===== config.mk =====
export PLATFORM = sky130hd
export DESIGN_NAME = hazard_pool_array
export DESIGN_NICKNAME = d
export VERILOG_FILES = /design/src/rtl/hazard_pool_array.sv
export SDC_FILE = /design/constraint.sdc
export NUM_CORES = 1
export LEC_CHECK = 0
export ABC_AREA = 1
export BUFFER_PORTS_ARGS = -buffer_cell sky130_fd_sc_hd__buf_2
export CAP_MARGIN = 10
export CORE_MARGIN = 2
export CORE_UTILIZATION = 64
export DETAILED_ROUTE_END_ITERATION = 8
export PLACE_DENSITY = 0.88
export SLEW_MARGIN = 20
export SYNTH_ARGS = -nofsm -noshare
export SYNTH_HDL_FRONTEND = slang
export SYNTH_SLANG_ARGS = --single-unit

===== constraint.sdc =====
create_clock -name clk_i -period 12.8 [get_ports clk_i]
set_clock_uncertainty 0.05 [all_clocks]
set_input_delay 3.2 -clock clk_i [delete_from_list [all_inputs] [get_ports clk_i]]
set_output_delay 3.2 -clock clk_i [all_outputs]
set_load 0.005 [all_outputs]

===== src/rtl/hazard_pool_array.sv =====
// hazard_pool_array: runtime pool table scanned once per frame against latched player boxes, with grace counting and sticky death flags.
// Optional macro HAZARD_POOL_STATS_EN adds per-player saturating death counters.
module hazard_pool_array #(
  parameter int POOL_COUNT = 4,
  parameter int PLAYER_COUNT = 2,
  parameter int COORD_W = 16,
  parameter int POOL_W = 74,
  parameter int POOL_H = 5,
  parameter int GRACE_FRAMES = 1,
  localparam int IDX_W = POOL_COUNT > 1 ? $clog2(POOL_COUNT) : 1
) (
  input  logic clk_i,
  input  logic reset_i,
  input  logic frame_tick_i,
  input  logic clear_dead_i,
  input  logic cfg_we_i,
  input  logic [IDX_W-1:0] cfg_idx_i,
  input  logic [COORD_W-1:0] cfg_x_i,
  input  logic [COORD_W-1:0] cfg_y_i,
  input  logic [PLAYER_COUNT-1:0] cfg_immune_i,
  input  logic cfg_en_i,
  input  logic [PLAYER_COUNT*COORD_W-1:0] player_top_i,
  input  logic [PLAYER_COUNT*COORD_W-1:0] player_bottom_i,
  input  logic [PLAYER_COUNT*COORD_W-1:0] player_left_i,
  input  logic [PLAYER_COUNT*COORD_W-1:0] player_right_i,
  output logic [PLAYER_COUNT-1:0] player_dead_o,
  output logic [PLAYER_COUNT*IDX_W-1:0] killer_idx_o,
  output logic scan_busy_o,
  output logic frame_done_o
`ifdef HAZARD_POOL_STATS_EN
  ,
  output logic [PLAYER_COUNT*8-1:0] death_count_o
`endif
);
  localparam int GW = $clog2(GRACE_FRAMES + 1);
  localparam int SW = COORD_W + 1;
  typedef enum logic [1:0] {IDLE, SCAN, COMMIT} state_t;
  typedef logic signed [SW-1:0] wide_t;
  state_t state_q, state_d;
  logic [IDX_W-1:0] idx_q;
  logic frame_done_q;
  logic [POOL_COUNT-1:0] en_q;
  logic [COORD_W-1:0] px_q [POOL_COUNT];
  logic [COORD_W-1:0] py_q [POOL_COUNT];
  logic [PLAYER_COUNT-1:0] imm_q [POOL_COUNT];
  logic [COORD_W-1:0] top_q [PLAYER_COUNT];
  logic [COORD_W-1:0] bot_q [PLAYER_COUNT];
  logic [COORD_W-1:0] lft_q [PLAYER_COUNT];
  logic [COORD_W-1:0] rgt_q [PLAYER_COUNT];
  logic [PLAYER_COUNT-1:0] hit_q, hit_now, kill_now, dead_q;
  logic [IDX_W-1:0] cand_q [PLAYER_COUNT];
  logic [IDX_W-1:0] killer_q [PLAYER_COUNT];
  logic [GW-1:0] grace_q [PLAYER_COUNT];
  wide_t x_lo, x_hi, y_lo, y_hi;
  function automatic wide_t sx(input logic [COORD_W-1:0] v);
    return {v[COORD_W-1], v};
  endfunction
  // one extra bit of headroom keeps pool far edges from wrapping near the coordinate limits
  always_comb begin
    x_lo = sx(px_q[idx_q]);
    x_hi = x_lo + wide_t'(POOL_W);
    y_lo = sx(py_q[idx_q]);
    y_hi = y_lo + wide_t'(POOL_H);
    for (int p = 0; p < PLAYER_COUNT; p++) begin
      hit_now[p] = en_q[idx_q] & ~imm_q[idx_q][p] & (sx(rgt_q[p]) > x_lo) & (sx(lft_q[p]) < x_hi)
                 & (sx(bot_q[p]) > y_lo) & (sx(top_q[p]) < y_hi);
      kill_now[p] = (state_q == COMMIT) & ~clear_dead_i & ~dead_q[p] & hit_q[p]
                  & (grace_q[p] == GW'(GRACE_FRAMES - 1));
      killer_idx_o[p*IDX_W +: IDX_W] = killer_q[p];
    end
  end
  always_comb begin
    state_d = state_q;
    if (state_q == IDLE && frame_tick_i) state_d = SCAN;
    if (state_q == SCAN && idx_q == IDX_W'(POOL_COUNT - 1)) state_d = COMMIT;
    if (state_q == COMMIT) state_d = IDLE;
  end
  always_ff @(posedge clk_i) begin
    if (reset_i) begin
      state_q <= IDLE;
      idx_q <= '0;
      frame_done_q <= 1'b0;
      en_q <= '0;
      hit_q <= '0;
      dead_q <= '0;
      for (int i = 0; i < POOL_COUNT; i++) begin
        px_q[i] <= '0;
        py_q[i] <= '0;
        imm_q[i] <= '0;
      end
      for (int p = 0; p < PLAYER_COUNT; p++) begin
        top_q[p] <= '0;
        bot_q[p] <= '0;
        lft_q[p] <= '0;
        rgt_q[p] <= '0;
        cand_q[p] <= '0;
        killer_q[p] <= '0;
        grace_q[p] <= '0;
      end
    end else begin
      state_q <= state_d;
      frame_done_q <= state_q == COMMIT;
      if (cfg_we_i && 32'(cfg_idx_i) < POOL_COUNT) begin
        en_q[cfg_idx_i] <= cfg_en_i;
        px_q[cfg_idx_i] <= cfg_x_i;
        py_q[cfg_idx_i] <= cfg_y_i;
        imm_q[cfg_idx_i] <= cfg_immune_i;
      end
      if (state_q == IDLE && frame_tick_i) begin
        idx_q <= '0;
        hit_q <= '0;
        for (int p = 0; p < PLAYER_COUNT; p++) begin
          top_q[p] <= player_top_i[p*COORD_W +: COORD_W];
          bot_q[p] <= player_bottom_i[p*COORD_W +: COORD_W];
          lft_q[p] <= player_left_i[p*COORD_W +: COORD_W];
          rgt_q[p] <= player_right_i[p*COORD_W +: COORD_W];
        end
      end
      if (state_q == SCAN) begin
        idx_q <= idx_q == IDX_W'(POOL_COUNT - 1) ? idx_q : idx_q + 1'b1;
        hit_q <= hit_q | hit_now;
        for (int p = 0; p < PLAYER_COUNT; p++)
          if (hit_now[p] && !hit_q[p]) cand_q[p] <= idx_q;
      end
      for (int p = 0; p < PLAYER_COUNT; p++) begin
        if (clear_dead_i) begin
          dead_q[p] <= 1'b0;
          killer_q[p] <= '0;
          grace_q[p] <= '0;
        end else if (state_q == COMMIT && !dead_q[p]) begin
          grace_q[p] <= hit_q[p] ? grace_q[p] + 1'b1 : '0;
          if (kill_now[p]) begin
            dead_q[p] <= 1'b1;
            killer_q[p] <= cand_q[p];
          end
        end
      end
    end
  end
  assign player_dead_o = dead_q;
  assign scan_busy_o = state_q != IDLE;
  assign frame_done_o = frame_done_q;
`ifdef HAZARD_POOL_STATS_EN
  logic [7:0] cnt_q [PLAYER_COUNT];
  always_ff @(posedge clk_i)
    for (int p = 0; p < PLAYER_COUNT; p++)
      if (reset_i) cnt_q[p] <= '0;
      else if (kill_now[p] && cnt_q[p] != 8'hFF) cnt_q[p] <= cnt_q[p] + 8'd1;
  always_comb
    for (int p = 0; p < PLAYER_COUNT; p++) death_count_o[p*8 +: 8] = cnt_q[p];
`endif
endmodule


# == Yosys cells after proc, flatten, opt, wreduce, memory -nomap -nowiden ==
# Memory sizes are Yosys's and may differ from the RTL's. A register that Yosys moved wholly into a read port is not among the register bits.
# Index checks and enable logic that the tools add are counted.
# word_totals
reg_bits,13
ram_bits,274
in_bits,170
output_inout_bits,8
elab_cells,188
mem_count,10
# classes
addsub,5
n_lt_le_gt_ge,11
n_eq_ne,4
mux,83
bitwise_logic,43
reduce_logical,24
# mem_list
name,words,width,rd,rd_ports_with_merged_regs,wr,line,text
px_q,4,16,1,1,4,43,logic [COORD_W-1:0] px_q [POOL_COUNT];
py_q,4,16,1,1,4,44,logic [COORD_W-1:0] py_q [POOL_COUNT];
bot_q,2,16,2,0,2,47,logic [COORD_W-1:0] bot_q [PLAYER_COUNT];
lft_q,2,16,2,0,2,48,logic [COORD_W-1:0] lft_q [PLAYER_COUNT];
rgt_q,2,16,2,0,2,49,logic [COORD_W-1:0] rgt_q [PLAYER_COUNT];
top_q,2,16,2,0,2,46,logic [COORD_W-1:0] top_q [PLAYER_COUNT];
4 more memories,-,-,-,-,-,-,
# op_table
op,n
two-way mux 16 bit,10
< comparator 16 x 17 -> 1 bit,4
greater-than comparator 16 bit,4
two-way mux 1 bit,48
two-way mux 2 bit,22
OR reduction 16 bit,2
OR 1 bit,18
"adder 16 x 4 -> 17 bit, second input constant",1
"adder 16 x 8 -> 17 bit, second input constant",1
AND 1 bit,17
logical AND 1 bit,7
NOT 1 bit,7
"< comparator 2 x 3 -> 1 bit, second input constant",2
AND reduction 2 bit,3
nonzero test 2 bit,3
OR reduction 2 bit,3
bitwise mux 4 bit,1
"equality test 2 bit, second input constant",2
zero test 1 bit,4
OR reduction 3 bit,1
"adder 1 bit, second input constant",2
"adder 2 x 1 -> 2 bit, second input constant",1
binary-select mux 1 bit (select 2 bit),1
demux 1 bit (select 2 bit),1
5 further kinds,5

# == Logic depth before layout (Yosys ltp) ==
# Gate-level depths: netlist (run 1).
# logic_depth
word_depth,13
ltp_mapped,32

# == Worst setup path after synthesis (run 1) ==
# No wires, ideal clock.
# synth_timing
kind,input-to-reg
from,in reset_i
to,"mem bot_q[0][0], enable pin"
setup_time_ps,493
t_arrival_ps,6295
t_required_ps,12257
slack_ps,5962
stages,3
path_buffers,1
cell_sequence,clkbuf_1 -> inv_1 -> nand2_1
# synth_rtl
item,line,text
start: declaration,13,"input logic reset_i,"
end: declaration,47,

==> flow_summary.toml, run 1 <==
[drt]
num_vias = 12070
drc_errors = 0
met1Wirelength_mm = 14.28
wl_met3_mm = 3.460
dr.pass1.iters = 6
wl_per_cell_um = 17.68
wl_met2_mm = 18.61
ant_nets = 0
avgViaCountPerCell = 5.624
highest_layer = "met4"
totalWireLength_mm = 37.95
drt_iter0_markers = 1427

[setup_path]
start_kind = "register"
crit_top_cell = "nand2_1"
cpPeakStageDelay_ps = 610
slowest_stage = "inv_4"
regToRegSetupSlack_ps = 7560
crit_buf_inv = 5
crit_type = "register to register"
worstPathMaxFanout = 70
arrival_ps = 5470
required_ps = 13030
endpoint_kind = "register"
cp_top_family = "simple AND/OR/NAND/NOR gates"

[placed_design]
finalWeightedCongestion = 0.8912
port_buffers = 177
hpwl_mm = 25.33
place_area_um2 = 16510

[timing]
rsz0062_at_grt = "no"
tightest_slew_ps = 951.2
slew_viol_final = 0
fin_crit_sh_pct = 40.95
relSlewSlack_pct = 36.50
hold_viol = 0
fin_setup_tns_ps = 0
max_freq_ghz = 0.1908
setup-violations-final = 0
fin_crit_ps = 5242

[global_route]
grt_max_degree = 71
grt_pass1_vias = 12130
grt_use_total_pct = 29.68
grt_pass1_wl_mm = 59.68
antenna_found_initial = 3
grt_overflow = 0

[clocking]
clk_path_buf_depth = 3
cts.sinks = 289
cts.repair.resized = 0
cts_made_buffers = 30
post_cts_buffers = 0
clkTransAtPathRegs_ps = 70
tritoncts = "built"
htree_levels = 1
hold_buffers = 0
cts-root-buf = "clkbuf_16"
clkLatencyLatePin_ps = 580

[synth]
synth_top_cells_by_area = "edfxtp_1 53%, ha_1 10%, nor2_1 7.7%"
synth_nets = 1932
synthFlopType = "edfxtp_1"
syn_inst = 1637
synth_top_area_cell = "edfxtp_1"
synth.top_cell.area_share_pct = 53.34
avgSynthCellArea_um2 = 9.423
synth_seq_cells = 289
ys_async_sr_fraction_pct = 0
yosysMostFrequentCell = "nor2_1"
synth_cell_type_count = 42
syn_area_um2 = 15420
synthTopCellsByCount = "315 x nor2_1, 302 x nand2_1, 274 x edfxtp_1, 265 x inv_1, 125 x ha_1"
yosysSeqAreaShare_pct = 55.29
synth_edf_count = 274
yosys_warnings = 0

[final_layout]
fin_area_um2 = 17580
fin_nets = 2100
syn_to_final_growth_pct = 13.98
layout-drive-gt1-share_pct = 14.52

[pwr]
leakage_nw = 8.501
ir_drop_mv = 0.1311
p_per_area_nw_per_um2 = 149.3

[die]
dieArea_um2 = 25360
rows = 56
fp.dieH_um = 159.2
fp.dieW_um = 159.2
initial_core_util_pct = 65.52
ios = 178
coreArea_um2 = 23540

[min_path]
hold_class = "register to register"

[run]
max_cap_violations = 0

[status]
status = "finished clean"
-- cell usage in the layout (no fill, tap or decap), types with 3 or more instances in the layout --
| cell type | count |
|---|---|
| a32o_1 | 3 |
| dfxtp_1 | 14 |
| ha_1 | 125 |
| a32oi_2 | 4 |
| diode_2 | 3 |
| nor2_2 | 4 |
| clkbuf_1 | 4 |
| nor3_1 | 10 |
| inv_1 | 265 |
| o21ai_1 | 11 |
| o211ai_1 | 5 |
| edfxtp_1 | 274 |
| o21ai_0 | 33 |
| inv_2 | 8 |
| buf_4 | 9 |
| nand3_1 | 66 |
| buf_2 | 177 |
| inv_4 | 4 |
| a211oi_1 | 9 |
| a32oi_1 | 8 |
| clkinv_1 | 3 |
| nand2_2 | 6 |
| nand2_1 | 297 |
| a21oi_1 | 66 |
| clkbuf_16 | 35 |
| nor2_1 | 314 |
| o22ai_1 | 6 |
| xor2_1 | 19 |
| nand4_1 | 16 |
-- where the power goes --
| group | total (mW) | leakage, nW | internal [mW] | switching [mW] |
|---|---|---|---|---|
| Sequential | 1.14 | 2.94 | 1.11 | 0.0272 |
| Clock | 0.925 | 0.518 | 0.546 | 0.379 |
| Combinational | 0.559 | 5.04 | 0.185 | 0.373 |
-- sequential cells by signal, indices dropped and copies added, names as in the netlist, 4 cells and up, named ones only --
register,cells
bot_q,32
cand_q,4
en_q,4
imm_q,8
killer_q,4
lft_q,32
px_q,64
py_q,64
rgt_q,32
top_q,32
-- layout make-up --
type,count,area (um^2)
repair buffers,186,953.4
flip-flops and latches,289,8529
clock inverters,11,142.6
well taps,319,399.1
clock buffers,41,918.4
diodes,3,7.507
inverters,276,1039
fillers,1523,5962
multi-input cells,1022,5592
-- routing by layer --
metal	global-route usage, %	vias up
li1	-	5711
met1	37.40	5591
met2	51.01	651
met3	5.079	121
met4	12.52	0
met5	0	-
-- kinds of logic (layout without fill, tap and decap cells) --
kind of cell               count (synthesis)  in the layout  synth area share (%)
DFF                                      289            289                 55.29
buffers and inverters                    326            514                 8.590
xor gates and xnor gates                  20             20                 1.136
and+or+nand+nor                          721            721                 18.72
adders and majority gates                125            125                 10.14
AOI/OAI and AO/OA                        156            156                 6.124
other                                      0              3                     0
-- per-stage QoR --
stage          power (mW)  instances  worst slack (ps)  utilization, %  hold slack, ps
3_3_place_gp        1.661       2092              7187           70.14           397.7
6_report            2.626       2147              7558           74.68           405.0
2_1_floorplan       1.537       1637              5962               -           374.5
5_1_grt             2.736       2147              7261           74.68           449.2
4_1_cts             2.615       2144              7662           74.64           404.7
3_5_place_dp        1.700       2092              7084           70.14           394.4
-- final timing paths --
check / depth (start not counted) / endpoint / startpoint
hold / removal: 2 / en_q[3] / en_q[3]
setup / recovery: 27 / cand_q[0][0] / register
hold reg to reg: 2 / en_q[3] / en_q[3]
setup reg to reg: 27 / cand_q[0][0] / register
-- worst min-delay path, stage by stage (launching register included) --
cell and delay [ps]:
dfxtp_1 310, inv_1 50, a21oi_1 50
Power figures use the tool's default switching activity.
==> run 2, diff against run 1 <==
Settings changed: CORE_UTILIZATION 64 to 59, PLACE_DENSITY 0.88 to 0.82.
Clock period 12.8 ns to 5.16 ns, I/O delays scaled along.
==> flow_summary.toml, run 2 (synthesis gave the netlist of run 1 again) <==
[clocking]
clk_path_buf_depth = 3
clkLatencyLatePin_ps = 570
cts_made_buffers = 30
cts-root-buf = "clkbuf_16"
clkTransAtPathRegs_ps = 60
tritoncts = "built"
htree_levels = 1
cts.sinks = 289
hold_buffers = 0
cts.repair.resized = 0
post_cts_buffers = 0

[timing]
fin_crit_sh_pct = 87.52
rsz0062_at_grt = "no"
fin_crit_ps = 4516
slew_viol_final = 0
max_freq_ghz = 0.2214
hold_viol = 0
relSlewSlack_pct = 36.21
tightest_slew_ps = 953.5
setup-violations-final = 0
fin_setup_tns_ps = 0

[global_route]
antenna_found_initial = 0
grt_pass1_wl_mm = 58.39
grt_pass1_vias = 11470
grt_max_degree = 79
grt_overflow = 0
grt_use_total_pct = 26.62

[final_layout]
reg_top3 = "px_q (64), py_q (64)"
fin_nets = 2104
final_util_pct = 67.87
syn_to_final_growth_pct = 13.68
antenna_cells = 0
final_cell_mix = "314 x nor2_1, 297 x nand2_1, 274 x edfxtp_1, 265 x inv_1, 177 x buf_2"
final_common_cell = "nor2_1"
layout-drive-gt1-share_pct = 14.20

[pwr]
power_frac_seq_pct = 45.0
leakage_nw = 8.469
p_per_area_nw_per_um2 = 360.3
p_comb_share_pct = 21.5
p_int_mw = 4.462
switching_share_pct = 29.37
ir_drop_mv = 0.3110
p_sw_mw = 1.856
p_clk_share_pct = 33.5

[setup_path]
required_ps = 5380
crit_type = "register to register"
worstPathMaxFanout = 43
arrival_ps = 4730
start_kind = "register"
endpoint_kind = "register"

[status]
status = "finished clean"

[drt]
drc_errors = 0
dr.pass1.iters = 7
drt_iter0_markers = 1133
wl_per_cell_um = 16.89
avgViaCountPerCell = 5.373
num_vias = 11640
ant_nets = 0
totalWireLength_mm = 36.59

[die]
coreArea_um2 = 25840
fp.dieH_um = 165.7
dieArea_um2 = 27450
fp.dieW_um = 165.7
initial_core_util_pct = 59.70
rows = 59
ios = 178

[min_path]
hold_class = "register to register"

[run]
max_cap_violations = 0

[placed_design]
port_buffers = 177
hpwl_mm = 25.91
finalWeightedCongestion = 0.8989
[run 2: changes by cell type in the layout (fill, tap and decap cells not counted), sizes merged]
cell / change
clkinvlp: -1
inv: -5
clkinv: +2
buf: +4
clkbuf: +6
diode: -3
[run 2: cell type report]
class	count	area [um^2]
sequential	289	8529
tap	335	419.2
fill	1934	8302
clock buffer	47	854.6
timing repair buffer	190	996.0
clock inverter	7	106.4
multi-input combinational	1022	5592
inverter	276	1039
[run 2: path summary, 6_finish.rpt]
check / start / endpoint / slack [ps] / depth (start not counted)
worst min register to register: en_q[3] / en_q[3] / 430 / 2
worst min-delay path: en_q[3] / en_q[3] / 430 / 2
worst max-delay path: register / cand_q[0][2] / 640 / 22
worst max register to register: register / cand_q[0][2] / 640 / 22
[run 2: routing by layer]
metal / global-route usage, % / vias up / wire [um]
met5: 0 / - / 0
met4: 8.922 / 0 / 1190
met3: 3.608 / 73 / 2524
met2: 44.42 / 476 / 17480
met1: 36.29 / 5383 / 15400
li1: - / 5707 / -
[run 2: per-stage QoR]
stage	worst slack, ps	cell area (um^2)	std cells	hold slack, ps	total power [mW]
final	643.8	17540	2166	427.3	6.318
after global routing	231.7	17540	2166	439.1	6.630
after CTS	735.7	17530	2166	433.2	6.332
after detailed placement	769.2	16570	2112	419.1	4.220
after global placement	1020	16570	2112	393.6	4.156
after floorplan	232.3	15420	1637	374.5	3.813
[run 2: power groups by stage]
stage                     logic [mW]  registers [mW]  clock network (mW)
after floorplan                0.954            2.86                   0
after global placement          1.27            2.89                   0
after detailed placement        1.33            2.89                   0
after CTS                       1.35            2.84                2.14
after global routing            1.55            2.86                2.22
final                           1.36            2.84                2.12
[run 2: worst max-delay path, cell delays in order, from the launching register on]
cell and delay, ps:
dfxtp_2 610, inv_4 280, buf_4 310, nand2_1 90, nand3_1 70, nand2_1 210, nand2_1 140, nor2_1 150
nand3_1 190, nor2_1 140, nand2_1 100, nand2_1 120, ha_1 180, o21ai_0 90, a211oi_1 430, o41ai_1 180
nor2_1 130, nand3b_1 110, nor2_1 130, nand2_1 60, nor2_1 150, nand3_1 160, nand2_1 130
==> run 3, diff against run 2 <==
Settings changed: RECOVER_POWER set to 50.
==> flow_summary.toml, run 3 (synthesis gave the netlist of run 1 again) <==
[status]
status = "finished with violations"
violations = "max-capacitance violations, max-slew violations"

[final_layout]
fin_area_um2 = 17520
final_common_cell = "nor2_1"
final_cells = 2166
syn_to_final_growth_pct = 13.55
fillCellCount = 1941
layout-drive-gt1-share_pct = 13.82
final_cell_mix = "314 x nor2_1, 298 x nand2_1, 274 x edfxtp_1, 265 x inv_1, 173 x buf_2"
reg_top3 = "px_q (64), py_q (64)"
antenna_cells = 0
fin_nets = 2104

[clocking]
hold_buffers = 0
clkTransAtPathRegs_ps = 60
cts.repair.resized = 0
clk_path_buf_depth = 3
cts.sinks = 289
tritoncts = "built"
cts_made_buffers = 30
htree_levels = 1
cts-root-buf = "clkbuf_16"
clkLatencyLatePin_ps = 580
post_cts_buffers = 0

[drt]
ant_nets = 0
wl_per_cell_um = 16.95
drt_iter0_markers = 1138
dr.pass1.iters = 7
avgViaCountPerCell = 5.365
drc_errors = 0
totalWireLength_mm = 36.72
num_vias = 11620

[global_route]
met1_usage_pct = 36.29
grt-busiest-layer = "met2"
grt_pass1_wl_mm = 58.39
grt_pass1_vias = 11470
use_met2_pct = 44.42
antenna_found_initial = 0
grt_use_total_pct = 26.62
use_met3_pct = 3.608
grt_overflow = 0
grt_max_degree = 79

[setup_path]
start_kind = "register"
endpoint_kind = "register"
crit_type = "register to register"
arrival_ps = 4730
required_ps = 5380
worstPathMaxFanout = 43

[placed_design]
port_buffers = 177
dp.cells = 2112
finalWeightedCongestion = 0.8989
hpwl_mm = 25.91
place_area_um2 = 16570

[timing]
fin_crit_sh_pct = 87.52
slew_viol_final = 135
max_freq_ghz = 0.2214
fin_crit_ps = 4516
relSlewSlack_pct = -77.02
rsz0062_at_grt = "no"
setup-violations-final = 0
tightest_slew_ps = 2649
fin_setup_tns_ps = 0
hold_viol = 0

[pwr]
p_per_area_nw_per_um2 = 361.3
leakage_nw = 8.446
ir_drop_mv = 0.3101
power_mw = 6.328

[die]
ios = 178
coreArea_um2 = 25840
dieArea_um2 = 27450
fp.dieW_um = 165.7
fp.dieH_um = 165.7
initial_core_util_pct = 59.70
rows = 59

[min_path]
hold_class = "register to register"

[run]
max_cap_violations = 3
run 3: stage by stage:
stage	setup slack, ps	util, %	hold slack, ps
final	643.7	67.79	427.4
after floorplan	232.3	-	374.5
after global placement	1020	64.14	393.6
after detailed placement	769.2	64.14	419.1
after global routing	231.7	67.79	439.1
after CTS	735.7	67.86	433.2
run 3: critical path: stages (launching register included):
cell      delay [ps]
dfxtp_2          600
inv_4            280
buf_4            310
nand2_1           90
nand3_1           70
nand2_1          210
nand2_1          140
nor2_1           150
nand3_1          190
nor2_1           140
nand2_1          100
nand2_1          120
ha_1             180
o21ai_0           90
a211oi_1         430
o41ai_1          180
nor2_1           130
nand3b_1         110
nor2_1           130
nand2_1           60
nor2_1           150
nand3_1          160
nand2_1          130
run 3: path summary, 6_finish.rpt:
check,startpoint,endpoint,slack [ps],depth (start not counted)
setup / recovery,register,cand_q[0][2],640,22
hold / removal,en_q[3],en_q[3],430,2
setup reg to reg,register,cand_q[0][2],640,22
hold reg to reg,en_q[3],en_q[3],430,2
run 3: routing by layer:
layer  wire [um]  vias to the layer above
met5           0                        -
met4        1169                        0
met3        2561                       69
met2       17650                      463
met1       15350                     5385
li1            -                     5703
run 3: final cells by class:
| class | count | area [um^2] | area share [%] |
|---|---|---|---|
| Clock buffer | 47 | 854.6 | 4.879 |
| Clock inverter | 7 | 106.4 | 0.6072 |
| Inverter | 276 | 1039 | 5.929 |
| Multi-Input combinational cell | 1022 | 5584 | 31.88 |
| Sequential cell | 289 | 8529 | 48.70 |
| Tap cell | 335 | 419.2 | 2.393 |
| Timing Repair Buffer | 190 | 983.4 | 5.615 |
run 3: power by group:
group / internal (mW) / switching, mW / total (mW) / leakage (nW)
logic: 0.463 / 0.896 / 1.36 / 5.05
clock network: 1.23 / 0.889 / 2.12 / 0.462
registers: 2.77 / 0.0789 / 2.85 / 2.94
